`src/rtl/axi_lite_slave_regs.sv`:
```
// axi_lite_slave_regs
//   AXI4-Lite slave register bank: C_NUM_REGS 32-bit registers at C_BASEADDR
//   (4-byte stride). Single-beat writes with byte strobes, single-beat reads,
//   plus a one-cycle commit strobe to user logic.
//
//   Build option: define AXI_LITE_SLAVE_DECERR_EN to answer out-of-range
//   accesses with DECERR (2'b11); otherwise they answer OKAY. In both cases,
//   out-of-range writes are dropped and out-of-range reads return 0.
//
// Ports
//   S_AXI_ACLK, S_AXI_ARESETN        clock, async active-low reset
//   S_AXI_AW* / S_AXI_W* / S_AXI_B*  write address / data / response channels
//   S_AXI_AR* / S_AXI_R*             read address / data channels
//   S_AXI_AWPROT, S_AXI_ARPROT       ignored
//   REG_WR_STROBE                    one-cycle pulse per in-range write commit
//   REG_WR_INDEX                     register index of the last commit
module axi_lite_slave_regs #(
  parameter int unsigned C_S_AXI_ADDR_WIDTH = 32,
  parameter int unsigned C_S_AXI_DATA_WIDTH = 32,
  parameter int unsigned C_NUM_REGS         = 16,
  parameter logic [C_S_AXI_ADDR_WIDTH-1:0] C_BASEADDR = 32'h88000000
) (
  input  logic                              S_AXI_ACLK,
  input  logic                              S_AXI_ARESETN,
  input  logic [C_S_AXI_ADDR_WIDTH-1:0]     S_AXI_AWADDR,
  input  logic [2:0]                        S_AXI_AWPROT,
  input  logic                              S_AXI_AWVALID,
  output logic                              S_AXI_AWREADY,
  input  logic [C_S_AXI_DATA_WIDTH-1:0]     S_AXI_WDATA,
  input  logic [C_S_AXI_DATA_WIDTH/8-1:0]   S_AXI_WSTRB,
  input  logic                              S_AXI_WVALID,
  output logic                              S_AXI_WREADY,
  output logic [1:0]                        S_AXI_BRESP,
  output logic                              S_AXI_BVALID,
  input  logic                              S_AXI_BREADY,
  input  logic [C_S_AXI_ADDR_WIDTH-1:0]     S_AXI_ARADDR,
  input  logic [2:0]                        S_AXI_ARPROT,
  input  logic                              S_AXI_ARVALID,
  output logic                              S_AXI_ARREADY,
  output logic [C_S_AXI_DATA_WIDTH-1:0]     S_AXI_RDATA,
  output logic [1:0]                        S_AXI_RRESP,
  output logic                              S_AXI_RVALID,
  input  logic                              S_AXI_RREADY,
  output logic                              REG_WR_STROBE,
  output logic [7:0]                        REG_WR_INDEX
);

  localparam int unsigned AW     = C_S_AXI_ADDR_WIDTH;
  localparam int unsigned DW     = C_S_AXI_DATA_WIDTH;
  localparam int unsigned NB     = DW / 8;
  localparam int unsigned IDX_W  = (C_NUM_REGS > 1) ? $clog2(C_NUM_REGS) : 1;
  localparam int unsigned NSLOT  = 1 << IDX_W;
  localparam logic [1:0]  RESP_OKAY = 2'b00;
`ifdef AXI_LITE_SLAVE_DECERR_EN
  localparam logic [1:0]  RESP_OOR  = 2'b11;
`else
  localparam logic [1:0]  RESP_OOR  = 2'b00;
`endif

  typedef enum logic {W_IDLE, W_RESP} w_state_t;
  typedef enum logic {R_IDLE, R_DATA} r_state_t;

  w_state_t w_state, w_state_nxt;
  r_state_t r_state, r_state_nxt;

  logic          up;
  logic          aw_held, w_held;
  logic [AW-1:0] aw_addr_q;
  logic [DW-1:0] w_data_q;
  logic [NB-1:0] w_strb_q;
  logic          aw_hs, w_hs, ar_hs, commit;
  logic [AW-1:0] wr_addr, wr_off, rd_off;
  logic [DW-1:0] wr_data;
  logic [NB-1:0] wr_strb;
  logic [7:0]    wr_idx, rd_idx;
  logic          wr_in_range, rd_in_range;
  logic [DW-1:0] regs [NSLOT];
  logic          unused_sigs;

  function automatic logic [DW-1:0] merge(input logic [DW-1:0] old,
                                          input logic [DW-1:0] data,
                                          input logic [NB-1:0] strb);
    logic [DW-1:0] r;
    r = old;
    for (int unsigned b = 0; b < NB; b++)
      if (strb[b]) r[8*b +: 8] = data[8*b +: 8];
    return r;
  endfunction

  assign aw_hs = S_AXI_AWVALID & S_AXI_AWREADY;
  assign w_hs  = S_AXI_WVALID  & S_AXI_WREADY;
  assign ar_hs = S_AXI_ARVALID & S_AXI_ARREADY;

  // A commit uses the held copy of whichever half arrived earlier and the
  // live bus for the half handshaking this cycle.
  assign wr_addr = aw_held ? aw_addr_q : S_AXI_AWADDR;
  assign wr_data = w_held  ? w_data_q  : S_AXI_WDATA;
  assign wr_strb = w_held  ? w_strb_q  : S_AXI_WSTRB;
  assign commit  = (w_state == W_IDLE) & (aw_held | aw_hs) & (w_held | w_hs);

  // The lower-address check matters: below-base addresses can wrap to a small idx.
  assign wr_off      = wr_addr - C_BASEADDR;
  assign wr_idx      = wr_off[9:2];
  assign wr_in_range = (wr_addr >= C_BASEADDR) && ({1'b0, wr_idx} < 9'(C_NUM_REGS));
  assign rd_off      = S_AXI_ARADDR - C_BASEADDR;
  assign rd_idx      = rd_off[9:2];
  assign rd_in_range = (S_AXI_ARADDR >= C_BASEADDR) && ({1'b0, rd_idx} < 9'(C_NUM_REGS));

  assign unused_sigs = ^{S_AXI_AWPROT, S_AXI_ARPROT, wr_off[AW-1:10], wr_off[1:0],
                         rd_off[AW-1:10], rd_off[1:0]};

  // READYs stay low for the first edge after reset release.
  always_ff @(posedge S_AXI_ACLK or negedge S_AXI_ARESETN) begin
    if (!S_AXI_ARESETN) up <= 1'b0;
    else                up <= 1'b1;
  end

  // ---------------- write FSM ----------------
  always_ff @(posedge S_AXI_ACLK or negedge S_AXI_ARESETN) begin
    if (!S_AXI_ARESETN) w_state <= W_IDLE;
    else                w_state <= w_state_nxt;
  end

  always_comb begin
    w_state_nxt = w_state;
    case (w_state)
      W_IDLE: if (commit)       w_state_nxt = W_RESP;
      W_RESP: if (S_AXI_BREADY) w_state_nxt = W_IDLE;
      default:                  w_state_nxt = W_IDLE;
    endcase
  end

  always_comb begin
    S_AXI_AWREADY = up & (w_state == W_IDLE) & ~aw_held;
    S_AXI_WREADY  = up & (w_state == W_IDLE) & ~w_held;
    S_AXI_BVALID  = (w_state == W_RESP);
  end

  always_ff @(posedge S_AXI_ACLK or negedge S_AXI_ARESETN) begin
    if (!S_AXI_ARESETN) begin
      aw_held   <= 1'b0;
      w_held    <= 1'b0;
      aw_addr_q <= '0;
      w_data_q  <= '0;
      w_strb_q  <= '0;
    end else if (commit) begin
      aw_held <= 1'b0;
      w_held  <= 1'b0;
    end else begin
      if (aw_hs) begin
        aw_held   <= 1'b1;
        aw_addr_q <= S_AXI_AWADDR;
      end
      if (w_hs) begin
        w_held   <= 1'b1;
        w_data_q <= S_AXI_WDATA;
        w_strb_q <= S_AXI_WSTRB;
      end
    end
  end

  always_ff @(posedge S_AXI_ACLK or negedge S_AXI_ARESETN) begin
    if (!S_AXI_ARESETN) begin
      S_AXI_BRESP   <= RESP_OKAY;
      REG_WR_STROBE <= 1'b0;
      REG_WR_INDEX  <= '0;
    end else begin
      REG_WR_STROBE <= 1'b0;
      if (commit) begin
        if (wr_in_range) begin
          S_AXI_BRESP   <= RESP_OKAY;
          REG_WR_STROBE <= 1'b1;
          REG_WR_INDEX  <= wr_idx;
        end else begin
          S_AXI_BRESP   <= RESP_OOR;
        end
      end
    end
  end

  // One register per slot; each is written only by its own decode.
  for (genvar g = 0; g < NSLOT; g++) begin : g_reg
    logic [DW-1:0] q;
    always_ff @(posedge S_AXI_ACLK or negedge S_AXI_ARESETN) begin
      if (!S_AXI_ARESETN)
        q <= '0;
      else if (commit && wr_in_range && (wr_idx[IDX_W-1:0] == IDX_W'(g)))
        q <= merge(q, wr_data, wr_strb);
    end
    assign regs[g] = q;
  end

  // ---------------- read FSM ----------------
  always_ff @(posedge S_AXI_ACLK or negedge S_AXI_ARESETN) begin
    if (!S_AXI_ARESETN) r_state <= R_IDLE;
    else                r_state <= r_state_nxt;
  end

  always_comb begin
    r_state_nxt = r_state;
    case (r_state)
      R_IDLE: if (ar_hs)        r_state_nxt = R_DATA;
      R_DATA: if (S_AXI_RREADY) r_state_nxt = R_IDLE;
      default:                  r_state_nxt = R_IDLE;
    endcase
  end

  always_comb begin
    S_AXI_ARREADY = up & (r_state == R_IDLE);
    S_AXI_RVALID  = (r_state == R_DATA);
  end

  // Sampled with the pre-commit bank, so a read racing a write sees the old value.
  always_ff @(posedge S_AXI_ACLK or negedge S_AXI_ARESETN) begin
    if (!S_AXI_ARESETN) begin
      S_AXI_RDATA <= '0;
      S_AXI_RRESP <= RESP_OKAY;
    end else if (ar_hs) begin
      if (rd_in_range) begin
        S_AXI_RDATA <= regs[rd_idx[IDX_W-1:0]];
        S_AXI_RRESP <= RESP_OKAY;
      end else begin
        S_AXI_RDATA <= '0;
        S_AXI_RRESP <= RESP_OOR;
      end
    end
  end

endmodule
```
`config.mk`:
```
export PLATFORM = sky130hd
export DESIGN_NAME = axi_lite_slave_regs
export DESIGN_NICKNAME = d
export VERILOG_FILES = /design/src/rtl/axi_lite_slave_regs.sv
export SDC_FILE = /design/constraint.sdc
export NUM_CORES = 1
export LEC_CHECK = 0
export CORE_ASPECT_RATIO = 1.75
export CORE_MARGIN = 8
export CORE_UTILIZATION = 50
export CTS_BUF_LIST = sky130_fd_sc_hd__clkbuf_8
export DETAILED_ROUTE_END_ITERATION = 12
export PLACE_DENSITY = 0.7
export SYNTH_ARGS = -nofsm -noshare
export SYNTH_HDL_FRONTEND = slang
export SYNTH_SLANG_ARGS = --single-unit
```
`constraint.sdc`:
```
create_clock -name S_AXI_ACLK -period 5.5 [get_ports S_AXI_ACLK]
set_input_delay 1.1 -clock S_AXI_ACLK [delete_from_list [all_inputs] [get_ports S_AXI_ACLK]]
set_output_delay 1.1 -clock S_AXI_ACLK [all_outputs]
set_load 0.01 [all_outputs]
```
# Word-level counts from Yosys, hierarchy flattened
# Index checks and enable logic that the tools add are counted.
[word_totals]
wordCells = 222
input_bits = 113
register_bits = 626
[op_classes]
addsub = 2
reduce_logical = 89
n_bitwise = 17
n_mux = 19
magnitude_cmp = 5
eq_ne = 15
[op_table]
columns = ["op", "n"]
rows = [
  ["$mux 32", 5],
  ["$reduce_and 2->1", 67],
  ["$bmux 32 s4", 1],
  ["$ge 32x32->1 const B", 2],
  ["$eq 4x4->1 const B", 8],
  ["$sub 10x1->10 const B", 2],
  ["$logic_and 1x1->1", 19],
  ["$eq 4x3->1 const B", 4],
  ["$lt 8x5->1 const B", 2],
  ["$mux 1", 10],
  ["$and 1x1->1", 9],
  ["$eq 4x2->1 const B", 2],
  ["$ge 5x5->1 const B", 1],
  ["$not 1->1", 5],
  ["$not 4->5", 1],
  ["$eq 4x1->1 const B", 1],
  ["$logic_not 4->1", 1],
  ["$mux 4", 1],
  ["$pmux 1 s2", 2],
  ["$reduce_bool 2->1", 2],
  ["$or 1x1->1", 2],
]

# Longest topological paths before layout
# Gate-level depths: netlist of the first run.
[depth]
word_depth = 10
ltp_mapped = 9

# Least setup slack after synthesis of the first run
# Ideal clock, no wire load.
[synth_timing]
path_kind = "in2reg"
startpoint = "in S_AXI_AWADDR[9]"
endpoint = "reg g_reg[8].q[11]"
arrival_time_ns = 3.227
path_buffers = 3
setup_ns = 0.125
path_stages = 7
setup_slack_ns = 2.148
cell_sequence = "or4b_1 > buf_2 > a2111o_1 > buf_4 > buf_6 > nor3_4 > mux2_2"
[synth_between]
elab_chain_len = 7
elab_cells_between_ends = 8
[synth_lines]
columns = ["item", "line", "text"]
rows = [
  ["from (decl)", "25", "input logic [C_S_AXI_ADDR_WIDTH-1:0] S_AXI_AWADDR,"],
  ["$mux 32 *", "96", "assign wr_addr = aw_held ? aw_addr_q : S_AXI_AWADDR;"],
  ["$sub 10x1->10", "102", "assign wr_off = wr_addr - C_BASEADDR;"],
  ["$lt 8x5->1", "104", "assign wr_in_range = (wr_addr >= C_BASEADDR) && ({1'b0, wr_idx} < 9'(C_NUM_REGS));"],
  ["$logic_and 1x1->1 *", "104", ""],
  ["$logic_and 1x1->1 * (2 in series)", "187", "else if (commit && wr_in_range && (wr_idx[IDX_W-1:0] == IDX_W'(g)))"],
  ["$reduce_and 2->1 (no line) *", "--", ""],
  ["to (signal assigned)", "188", "q <= merge(q, wr_data, wr_strb);"],
  ["to (decl)", "183", "logic [DW-1:0] q;"],
]
# Every way passes the cells marked *; elsewhere a longest branch is shown, timed or not.
# A chain may end at the register's enable or synchronous reset.

# Worst setup path after layout of the first run
[layout_timing]
startpoint = "in S_AXI_AWADDR[30]"
endpoint = "reg g_reg[8].q[15]"
[layout_between]
elab_chain_len = 6
[layout_lines]
columns = ["item", "line"]
rows = [
  ["$mux 32", "96"],
  ["$ge 32x32->1", "104"],
  ["$logic_and 1x1->1", "104"],
  ["$logic_and 1x1->1 (2 in series)", "187"],
  ["$reduce_and 2->1 (no line)", "--"],
]
# No other way between the ends.

==> results of run 1 <==
-- flip-flops by register name (all words and copies together) (netlist names), 4 cells and up --
name and count:
g.q 512, S_AXI_RDATA 32, w_data_q 32, aw_addr_q 13
REG_WR_INDEX 8, w_strb_q 4
-- per-stage QoR --
step / worst slack (ns) / hold WS [ns]
floorplan: 2.15 / 0.453
global route: 1.57 / 0.511
global placement: 0.989 / 0.463
CTS: 1.65 / 0.494
finish: 1.61 / 0.488
detailed placement: 0.951 / 0.479
-- layer usage --
layer	track usage	up-vias	wire length, um
met5	0	-	0
met4	0.0796	0	2170
met3	0.0338	129	2420
met2	0.366	335	33700
met1	0.252	8444	25900
li1	-	6914	-
-- power by group through the flow --
stage | combinational [uW] | sequential, uW | clock, uW
4_1_cts | 2040 | 4990 | 3880
5_1_grt | 2200 | 5030 | 4070
6_report | 2010 | 4990 | 3770
3_5_place_dp | 2030 | 5070 | 0
2_1_floorplan | 1380 | 5000 | 0
3_3_place_gp | 1960 | 5040 | 0
-- cells by family (layout without fill, tap and decap cells) --
logic type,after synthesis,count (layout),synth area share
multiplexers,759,759,0.360
flip-flops,607,607,0.545
AND/OR/NAND/NOR,161,161,0.0427
AO/OA/AOI/OAI,124,124,0.0332
buffers and inverters,120,311,0.0188
other,2,6,0.000270
-- worst reg2reg max path, cell delays in order, from the launching register on --
cell,delay (ns)
dfrtp_1,0.44
buf_4,0.37
a21oi_1,0.15
or3_1,0.47
a2111o_2,0.85
nor3_4,0.65
mux2_2,0.42
-- synthesized netlist by cell type, types with 6 or more instances --
cell / count / area share
clkbuf_1: 79 / 0.011
nor2b_1: 41 / 0.0092
mux4_2: 128 / 0.10
nand2_4: 20 / 0.0081
buf_1: 18 / 0.0024
nand2_1: 7 / 0.00094
nor3_4: 16 / 0.0093
mux2_4: 16 / 0.0086
a21oi_1: 39 / 0.0070
mux2_2: 574 / 0.23
a211oi_1: 32 / 0.0086
buf_4: 6 / 0.0016
dfrtp_1: 607 / 0.55
a22o_1: 33 / 0.010
nor2_1: 31 / 0.0042
mux2i_1: 35 / 0.013
nand3_1: 10 / 0.0018
nand3_2: 6 / 0.0022
nand2_2: 12 / 0.0027
buf_2: 9 / 0.0016
-- final cells by class --
cell class / count / area (um2)
multi-input combinational: 1049 / 12200
inverter: 5 / 18.8
clock buffer: 115 / 1580
clock inverter: 43 / 294
timing repair buffer: 148 / 1480
antenna: 1 / 2.50
sequential: 607 / 15200
fill: 4306 / 23600
tap: 696 / 871
-- worst min path at each step --
stage                                from                         end  cells after the start
6_report       g_reg[2].q[11]$_DFFE_PN0P_  g_reg[2].q[11]$_DFFE_PN0P_                      1
5_1_grt        g_reg[6].q[13]$_DFFE_PN0P_  g_reg[6].q[13]$_DFFE_PN0P_                      1
4_1_cts        g_reg[2].q[11]$_DFFE_PN0P_  g_reg[2].q[11]$_DFFE_PN0P_                      1
3_5_place_dp   g_reg[2].q[11]$_DFFE_PN0P_  g_reg[2].q[11]$_DFFE_PN0P_                      1
3_3_place_gp   g_reg[8].q[10]$_DFFE_PN0P_  g_reg[8].q[10]$_DFFE_PN0P_                      1
2_1_floorplan  g_reg[8].q[10]$_DFFE_PN0P_  g_reg[8].q[10]$_DFFE_PN0P_                      1
==> results.toml, run 1 <==
[setup_path]
crit_buf_inv = 1
crit_arrival_ns = 4.41
cp_slowest_cell = "a2111o_2"
r2r_slack_ns = 2.02
worstSetupEndpoint = "g_reg[8].q[15]$_DFFE_PN0P_"
cp_max_fo = 16
cp.depth = 6
critPathRequiredTime_ns = 6.02
endpoint_kind = "flip-flop"
reg2reg_depth = 6
cp_top_family = "simple AND/OR/NAND/NOR gates"
crit_chain = "clkdlybuf4s50_1 > nor4_1 > or4b_1 > a2111o_2 > nor3_4 > mux2_2"
crit_start = "S_AXI_AWADDR[30]"
crit_type = "in2reg"
cpPeakStageDelay_ns = 0.93
r2r-end = "g_reg[8].q[15]$_DFFE_PN0P_"
critPathLaunchType = "input pin"
r2r-start = "aw_held$_DFFE_PN0P_"

[synthesis]
synth-seq-area-share = 0.545
synth_seq_cells = 607
synthCells = 1773
ys_warn_count = 0
netlist-cell-type-count = 47
async_flop_share = 1.00
synth.avg_cell_area_um2 = 15.7
synthFlopType = "dfrtp_1"
syn_area_um2 = 27800
synth_edf_count = 0

[pwr]
power_frac_seq = 0.463
comb_power_share = 0.186
p_clk_frac = 0.350
power_density_nw_per_um2 = 341
p_int_uw = 7580
swShare = 0.296
p_switching_uw = 3190
leakagePower_uw = 0.0154
ir_drop_uv = 165
power_uw = 10800

[floorplanning]
start_util = 0.504
dieHeight_um = 328
dieArea_um2 = 63800
rows = 114
core_um2 = 55200
die_w_um = 194
io_pins = 163

[global_routing]
grt_max_degree = 124
antenna_found_initial = 1
grt_first_pass_wirelength_um = 104000
grt.overflow.total = 0
grtUsageTotal = 0.207
grt_pass1_vias = 17900

[run]
maxCapViolCount = 0

[cells_and_area]
layout_commonest_cell = "dfrtp_1"
syn2layout_area_growth_pct = 13.5
fin_cells = 2664
drive_gt1_frac = 0.488
final_area_um2 = 31600
utilization = 0.573
nets = 2011
mostFrequentLayoutCells = "dfrtp_1 (606), mux2_2 (574), mux4_2 (128), clkbuf_8 (115), clkdlybuf4s50_1 (109)"

[sta]
max-slew-margin-rel = 0.267
tns_ns = 0
finalSetupViolCount = 0
final-max-slew-violation-count = 0
final-hold-violation-count = 0
rsz0062_at_grt = "no"
skew_ns = 0.0309
worst_pin_slew_ns = 1.10
fin_crit_sh = 0.707
min_period_ns = 3.89
fmax_ghz = 0.257

[clock_tree]
clkSinkCount = 607
clock_latency_ns = 0.65
cts_tree = "done"
cts_buffers = 87
cts-htree-levels = 3
clk_pin_slew_ns = 0.07
post-cts-setup-buffer-count = 0
root_buffer = "clkbuf_8"
post_cts_resized = 0
postCtsHoldBufs = 0
cts_buffer_depth = 3

[route]
first_pass_iters = 5
wl_per_cell_um = 24.1
drt_iter0_markers = 859
route.antenna.remaining_nets = 0
vias_per_cell = 5.94
wl_um = 64300
via_count = 15800
drc = 0

[outcome]
status = "completed"

[placed_design]
io_buffers = 114
dp.cells = 2505
place_area_um2 = 29700
dp_hpwl_um = 41500
gp_congestion = 0.761

[worst_hold_path]
min_path_type = "reg2reg"
Note: power is estimated with default switching activity, not from simulation.
==> inputs of run 2 (changes only) <==
clock period = 3.8 ns   (was 5.5 ns; I/O delays follow)
==> run 2 against run 1 <==
Net effect:
- combinational power is 50% higher
- hold slack got worse by 0.46 ns
- power increased by 45%
- clock power rose by 42%
- register-to-register slack lost 1.3 ns
- global-route usage about the same
- routed wire length rose by 0.85%
- non-clock buffer count increased by 39
- cell area increased by 1.4%
- largest power group unchanged
==> results.toml, run 2 (same netlist as run 1, synthesis figures left out) <==
[outcome]
status = "completed"

[pwr]
p_int_uw = 11000
comb_power_share = 0.193
power_density_nw_per_um2 = 486
power_frac_seq = 0.463
p_switching_uw = 4640
leakagePower_uw = 0.0157
power_uw = 15600
p_clk_frac = 0.344
ir_drop_uv = 299
swShare = 0.298

[cells_and_area]
syn2layout_area_growth_pct = 15.1
largest_reg_flops = 512
seqCellArea_um2 = 15200
nets = 2051
num-fill-cells = 4316
drive_gt1_frac = 0.497
multi_input_area_um2 = 12200
layout_commonest_cell = "dfrtp_1"
mostFrequentLayoutCells = "dfrtp_1 (606), mux2_2 (574), mux4_2 (128), clkbuf_8 (115), clkdlybuf4s50_1 (109)"
largestRegisters = "g.q x512, S_AXI_RDATA x32, w_data_q x32"
regMostFlops = "g.q"

[sta]
final-hold-violation-count = 0
fmax_ghz = 0.326
rsz0062_at_grt = "no"
final-max-slew-violation-count = 0
max-slew-margin-rel = 0.285
skew_ns = 0.0186
finalSetupViolCount = 0
fin_crit_sh = 0.806
tns_ns = 0
min_period_ns = 3.06
worst_pin_slew_ns = 1.07

[placed_design]
dp_hpwl_um = 43000
gp_congestion = 0.769
io_buffers = 114

[setup_path]
cp_slowest_cell = "or4_1"
crit_buf_inv = 2
crit_chain = "clkdlybuf4s50_1 > or4_1 > a2111o_1 > a211oi_4 > buf_4 > nand2_2 > mux2_2"
cp_max_fo = 8
crit_type = "in2reg"
crit_arrival_ns = 3.59
reg2reg_depth = 7
critPathRequiredTime_ns = 4.33
cp_top_family = "compound AO/OA/AOI/OAI gates"
cp.depth = 7
r2r-start = "aw_held$_DFFE_PN0P_"
critPathLaunchType = "input pin"
endpoint_kind = "flip-flop"
cpPeakStageDelay_ns = 0.64
crit_start = "S_AXI_AWADDR[6]"

[clock_tree]
postCtsHoldBufs = 0
cts_buffers = 88
clkSinkCount = 607
cts_buffer_depth = 3
cts_tree = "done"
post_cts_resized = 0
clock_latency_ns = 0.65
clk_pin_slew_ns = 0.07
root_buffer = "clkbuf_8"
post-cts-setup-buffer-count = 0
cts-htree-levels = 3

[global_routing]
grt.overflow.total = 0
grt_max_degree = 131
grt_pass1_vias = 17900
grtUsageTotal = 0.208
antenna_found_initial = 2
grt_first_pass_wirelength_um = 103000

[route]
vias_per_cell = 5.88
wl_per_cell_um = 24.0
drt_iter0_markers = 881
wl_um = 64800
first_pass_iters = 5
via_count = 15900
drc = 0
route.antenna.remaining_nets = 0

[floorplanning]
io_pins = 163
core_um2 = 55200
start_util = 0.504
dieArea_um2 = 63800
rows = 114
die_w_um = 194
dieHeight_um = 328

[worst_hold_path]
min_path_type = "in2async"

[run]
maxCapViolCount = 0
==> run 2: changes by cell type in the layout (fill, tap and decap cells not counted) <==
cell        previous run  this run
buf_12                 6        23
inv_1                 28        27
buf_4                 28        51
buf_6                  3         2
bufinv_16              4         3
clkinv_2              13        14
clkinvlp_4             3         1
==> run 2: final cells by class <==
cell class	count	share of cell area
Clock buffer	115	0.0494
Inverter	5	0.000585
Multi-Input combinational cell	1049	0.380
Timing Repair Buffer	187	0.0617
Sequential cell	607	0.474
Tap cell	696	0.0272
Clock inverter	40	0.00780
Antenna cell	1	0.0000780
==> run 2: power groups by stage <==
stage                     sequential (uW)  combinational (uW)  clock [uW]
after global routing                 7280                3270        5760
after global placement               7300                2920           0
after CTS                            7230                3040        5490
after floorplan                      7240                2000           0
after detailed placement             7340                3030           0
final                                7230                3010        5360
==> run 2: metal layers <==
layer / wire [um] / track usage / vias to the layer above / part of all wire
li1: - / - / 6968 / -
met1: 26700 / 0.253 / 8504 / 0.41
met2: 34200 / 0.372 / 304 / 0.53
met3: 2400 / 0.0334 / 102 / 0.037
met4: 1480 / 0.0674 / 2 / 0.023
met5: 9 / 0 / - / 0.00014
==> run 2: path summary, 6_finish.rpt <==
check | to | slack [ns]
max in group asynchronous | g_reg[9].q[13]$_DFFE_PN0P_ | 2.59
min | S_AXI_RDATA[2]$_DFFE_PN0P_ | 0.03
min reg2reg | g_reg[8].q[10]$_DFFE_PN0P_ | 0.50
max reg2reg | g_reg[12].q[16]$_DFFE_PN0P_ | 0.74
max | g_reg[9].q[6]$_DFFE_PN0P_ | 0.74
min in group S_AXI_ACLK | g_reg[8].q[10]$_DFFE_PN0P_ | 0.50
==> run 2: worst register-to-register path, cell delays in order (launching register included) <==
cell      delay [ns]
dfrtp_1         0.46
buf_4           0.38
nand3_1         0.51
a2111o_2        0.61
buf_12          0.19
nor3_4          0.19
buf_4           0.23
mux2_2          0.36
==> run 2: metrics by stage <==
step	utilization	std cells	hold WS [ns]	worst slack, ns	cell area (um2)
6_report	0.581	2700	0.0314	0.736	32100
3_3_place_gp	0.548	2544	0.465	0.0928	30200
2_1_floorplan	-	1776	0.453	0.788	27900
4_1_cts	0.581	2699	0.0401	0.654	32100
5_1_grt	0.581	2700	0.0655	0.621	32100
3_5_place_dp	0.548	2544	0.484	0.0633	30200
==> inputs of run 3 (changes only) <==
clock period = 3.1 ns   (was 3.8 ns; I/O delays follow)
==> run 3 against run 2 <==
Net effect:
- sequential share of layout area is 0.72 points lower
- utilization grew 0.90 points
- cell area grew 1.5%
- clock skew is 0.0055 ns higher
- sequential power is 23% higher
- combinational power rose by 25%
- count of clock-buffer cells in the layout is 11 lower
- cell count grew 1.5%
- first-iteration DRC count decreased by 14%
- routed wire length up 1.6%
- global-route usage up 0.41 points
- largest power group unchanged
==> results.toml, run 3 (same netlist as run 1, synthesis figures left out) <==
[clock_tree]
clk_pin_slew_ns = 0.07
clock_latency_ns = 0.67
root_buffer = "clkbuf_8"
cts_buffer_depth = 3
cts_buffers = 88
post-cts-setup-buffer-count = 0
cts-htree-levels = 3
postCtsHoldBufs = 0
clkSinkCount = 607
cts_tree = "done"
post_cts_resized = 0

[pwr]
power_uw = 18700
ir_drop_uv = 391
leakagePower_uw = 0.0159
power_density_nw_per_um2 = 575

[setup_path]
endpoint_kind = "flip-flop"
crit_type = "reg2reg"
cp_top_family = "simple AND/OR/NAND/NOR gates"
reg2reg_depth = 6
crit_arrival_ns = 3.48
crit_buf_inv = 1
cp_slowest_cell = "or4_1"
critPathLaunchType = "flip-flop"
r2r-end = "g_reg[9].q[4]$_DFFE_PN0P_"
critPathRequiredTime_ns = 3.63
r2r-start = "aw_held$_DFFE_PN0P_"
cp_max_fo = 8
cpPeakStageDelay_ns = 0.68
r2r_slack_ns = 0.15
crit_chain = "or4_1 > a2111o_1 > a211oi_4 > buf_4 > nand2_2 > mux2_2"

[route]
drt_iter0_markers = 756
drc = 0
route.antenna.remaining_nets = 0
vias_per_cell = 5.90
wl_per_cell_um = 24.0
via_count = 16200
wl_um = 65800
first_pass_iters = 5

[cells_and_area]
syn2layout_area_growth_pct = 16.9
num-fill-cells = 4228
fin_cells = 2741
mostFrequentLayoutCells = "dfrtp_1 (606), mux2_2 (574), mux4_2 (128), clkdlybuf4s50_1 (109), clkbuf_8 (104)"
nets = 2095
drive_gt1_frac = 0.500
regMostFlops = "g.q"
largest_reg_flops = 512
final_area_um2 = 32600
layout_commonest_cell = "dfrtp_1"
largestRegisters = "g.q x512, S_AXI_RDATA x32, w_data_q x32"
utilization = 0.590

[sta]
skew_ns = 0.0240
max-slew-margin-rel = 0.349
finalSetupViolCount = 0
min_period_ns = 2.95
rsz0062_at_grt = "no"
fmax_ghz = 0.339
fin_crit_sh = 0.952
worst_pin_slew_ns = 0.976
final-max-slew-violation-count = 0
final-hold-violation-count = 0

[placed_design]
dp_hpwl_um = 44500
gp_congestion = 0.778
place_area_um2 = 30900
io_buffers = 114
dp.cells = 2588

[global_routing]
use_met3 = 0.0321
grt_pass1_vias = 18300
grt.overflow.total = 0
antenna_found_initial = 3
grtUsageTotal = 0.212
grt_busiest_layer = "met2"
use_met1 = 0.256
grt_max_degree = 92
grt_first_pass_wirelength_um = 105000
grtUsageMet2 = 0.375

[floorplanning]
rows = 114
core_um2 = 55200
io_pins = 163
start_util = 0.504
dieHeight_um = 328
dieArea_um2 = 63800
die_w_um = 194

[worst_hold_path]
min_path_type = "in2async"

[outcome]
status = "completed"

[run]
maxCapViolCount = 0
[run 3: cell count changes in the layout (fill, tap and decap cells not counted)]
cell	before	now
inv_1	27	41
clkinvlp_4	1	4
clkbuf_8	115	104
buf_12	23	50
buf_4	51	68
clkinv_2	14	7
bufinv_16	3	1
[run 3: worst max path at each step]
stage               slack [ns]  depth (start not counted)                 from                         end
floorplan                 0.23                          7      S_AXI_AWADDR[9]  g_reg[8].q[11]$_DFFE_PN0P_
global placement         -0.39                          7      S_AXI_AWADDR[6]  g_reg[9].q[12]$_DFFE_PN0P_
detailed placement       -0.41                          7      S_AXI_AWADDR[6]   g_reg[9].q[7]$_DFFE_PN0P_
CTS                       0.12                          6  aw_held$_DFFE_PN0P_  g_reg[9].q[10]$_DFFE_PN0P_
global route              0.06                          6  aw_held$_DFFE_PN0P_   g_reg[9].q[3]$_DFFE_PN0P_
finish                    0.15                          6  aw_held$_DFFE_PN0P_   g_reg[9].q[4]$_DFFE_PN0P_
[run 3: routing by layer]
metal	up-vias	share of wire
li1	7060	-
met5	-	0.00020
met2	356	0.52
met3	146	0.040
met4	2	0.036
met1	8605	0.40
[run 3: area by class of cell]
| type | instances | area, um2 | share of cell area |
|---|---|---|---|
| Clock inverter | 48 | 230 | 0.00707 |
| Sequential cell | 607 | 15200 | 0.467 |
| Timing Repair Buffer | 231 | 2650 | 0.0812 |
| Tap cell | 696 | 871 | 0.0267 |
| Inverter | 5 | 18.8 | 0.000576 |
| Antenna cell | 1 | 2.50 | 0.0000769 |
| Multi-Input combinational cell | 1049 | 12200 | 0.374 |
| Clock buffer | 104 | 1430 | 0.0440 |
[run 3: report_power, final]
group	total, uW	internal [uW]	switching, uW	leakage (uW)
logic	3760	1440	2320	0.00658
clock network	6090	3110	2980	0.000982
registers	8870	8510	361	0.00836
total	18700	13100	5660	0.0159
[run 3: through the flow]
stage,setup slack (ns),setup TNS (ns),hold WS [ns]
6_report,0.147,0,0.00409
5_1_grt,0.0589,0,0.0477
4_1_cts,0.123,0,0.000170
3_5_place_dp,-0.413,-142.14,0.478
3_3_place_gp,-0.390,-129.31,0.468
2_1_floorplan,0.228,0,0.324
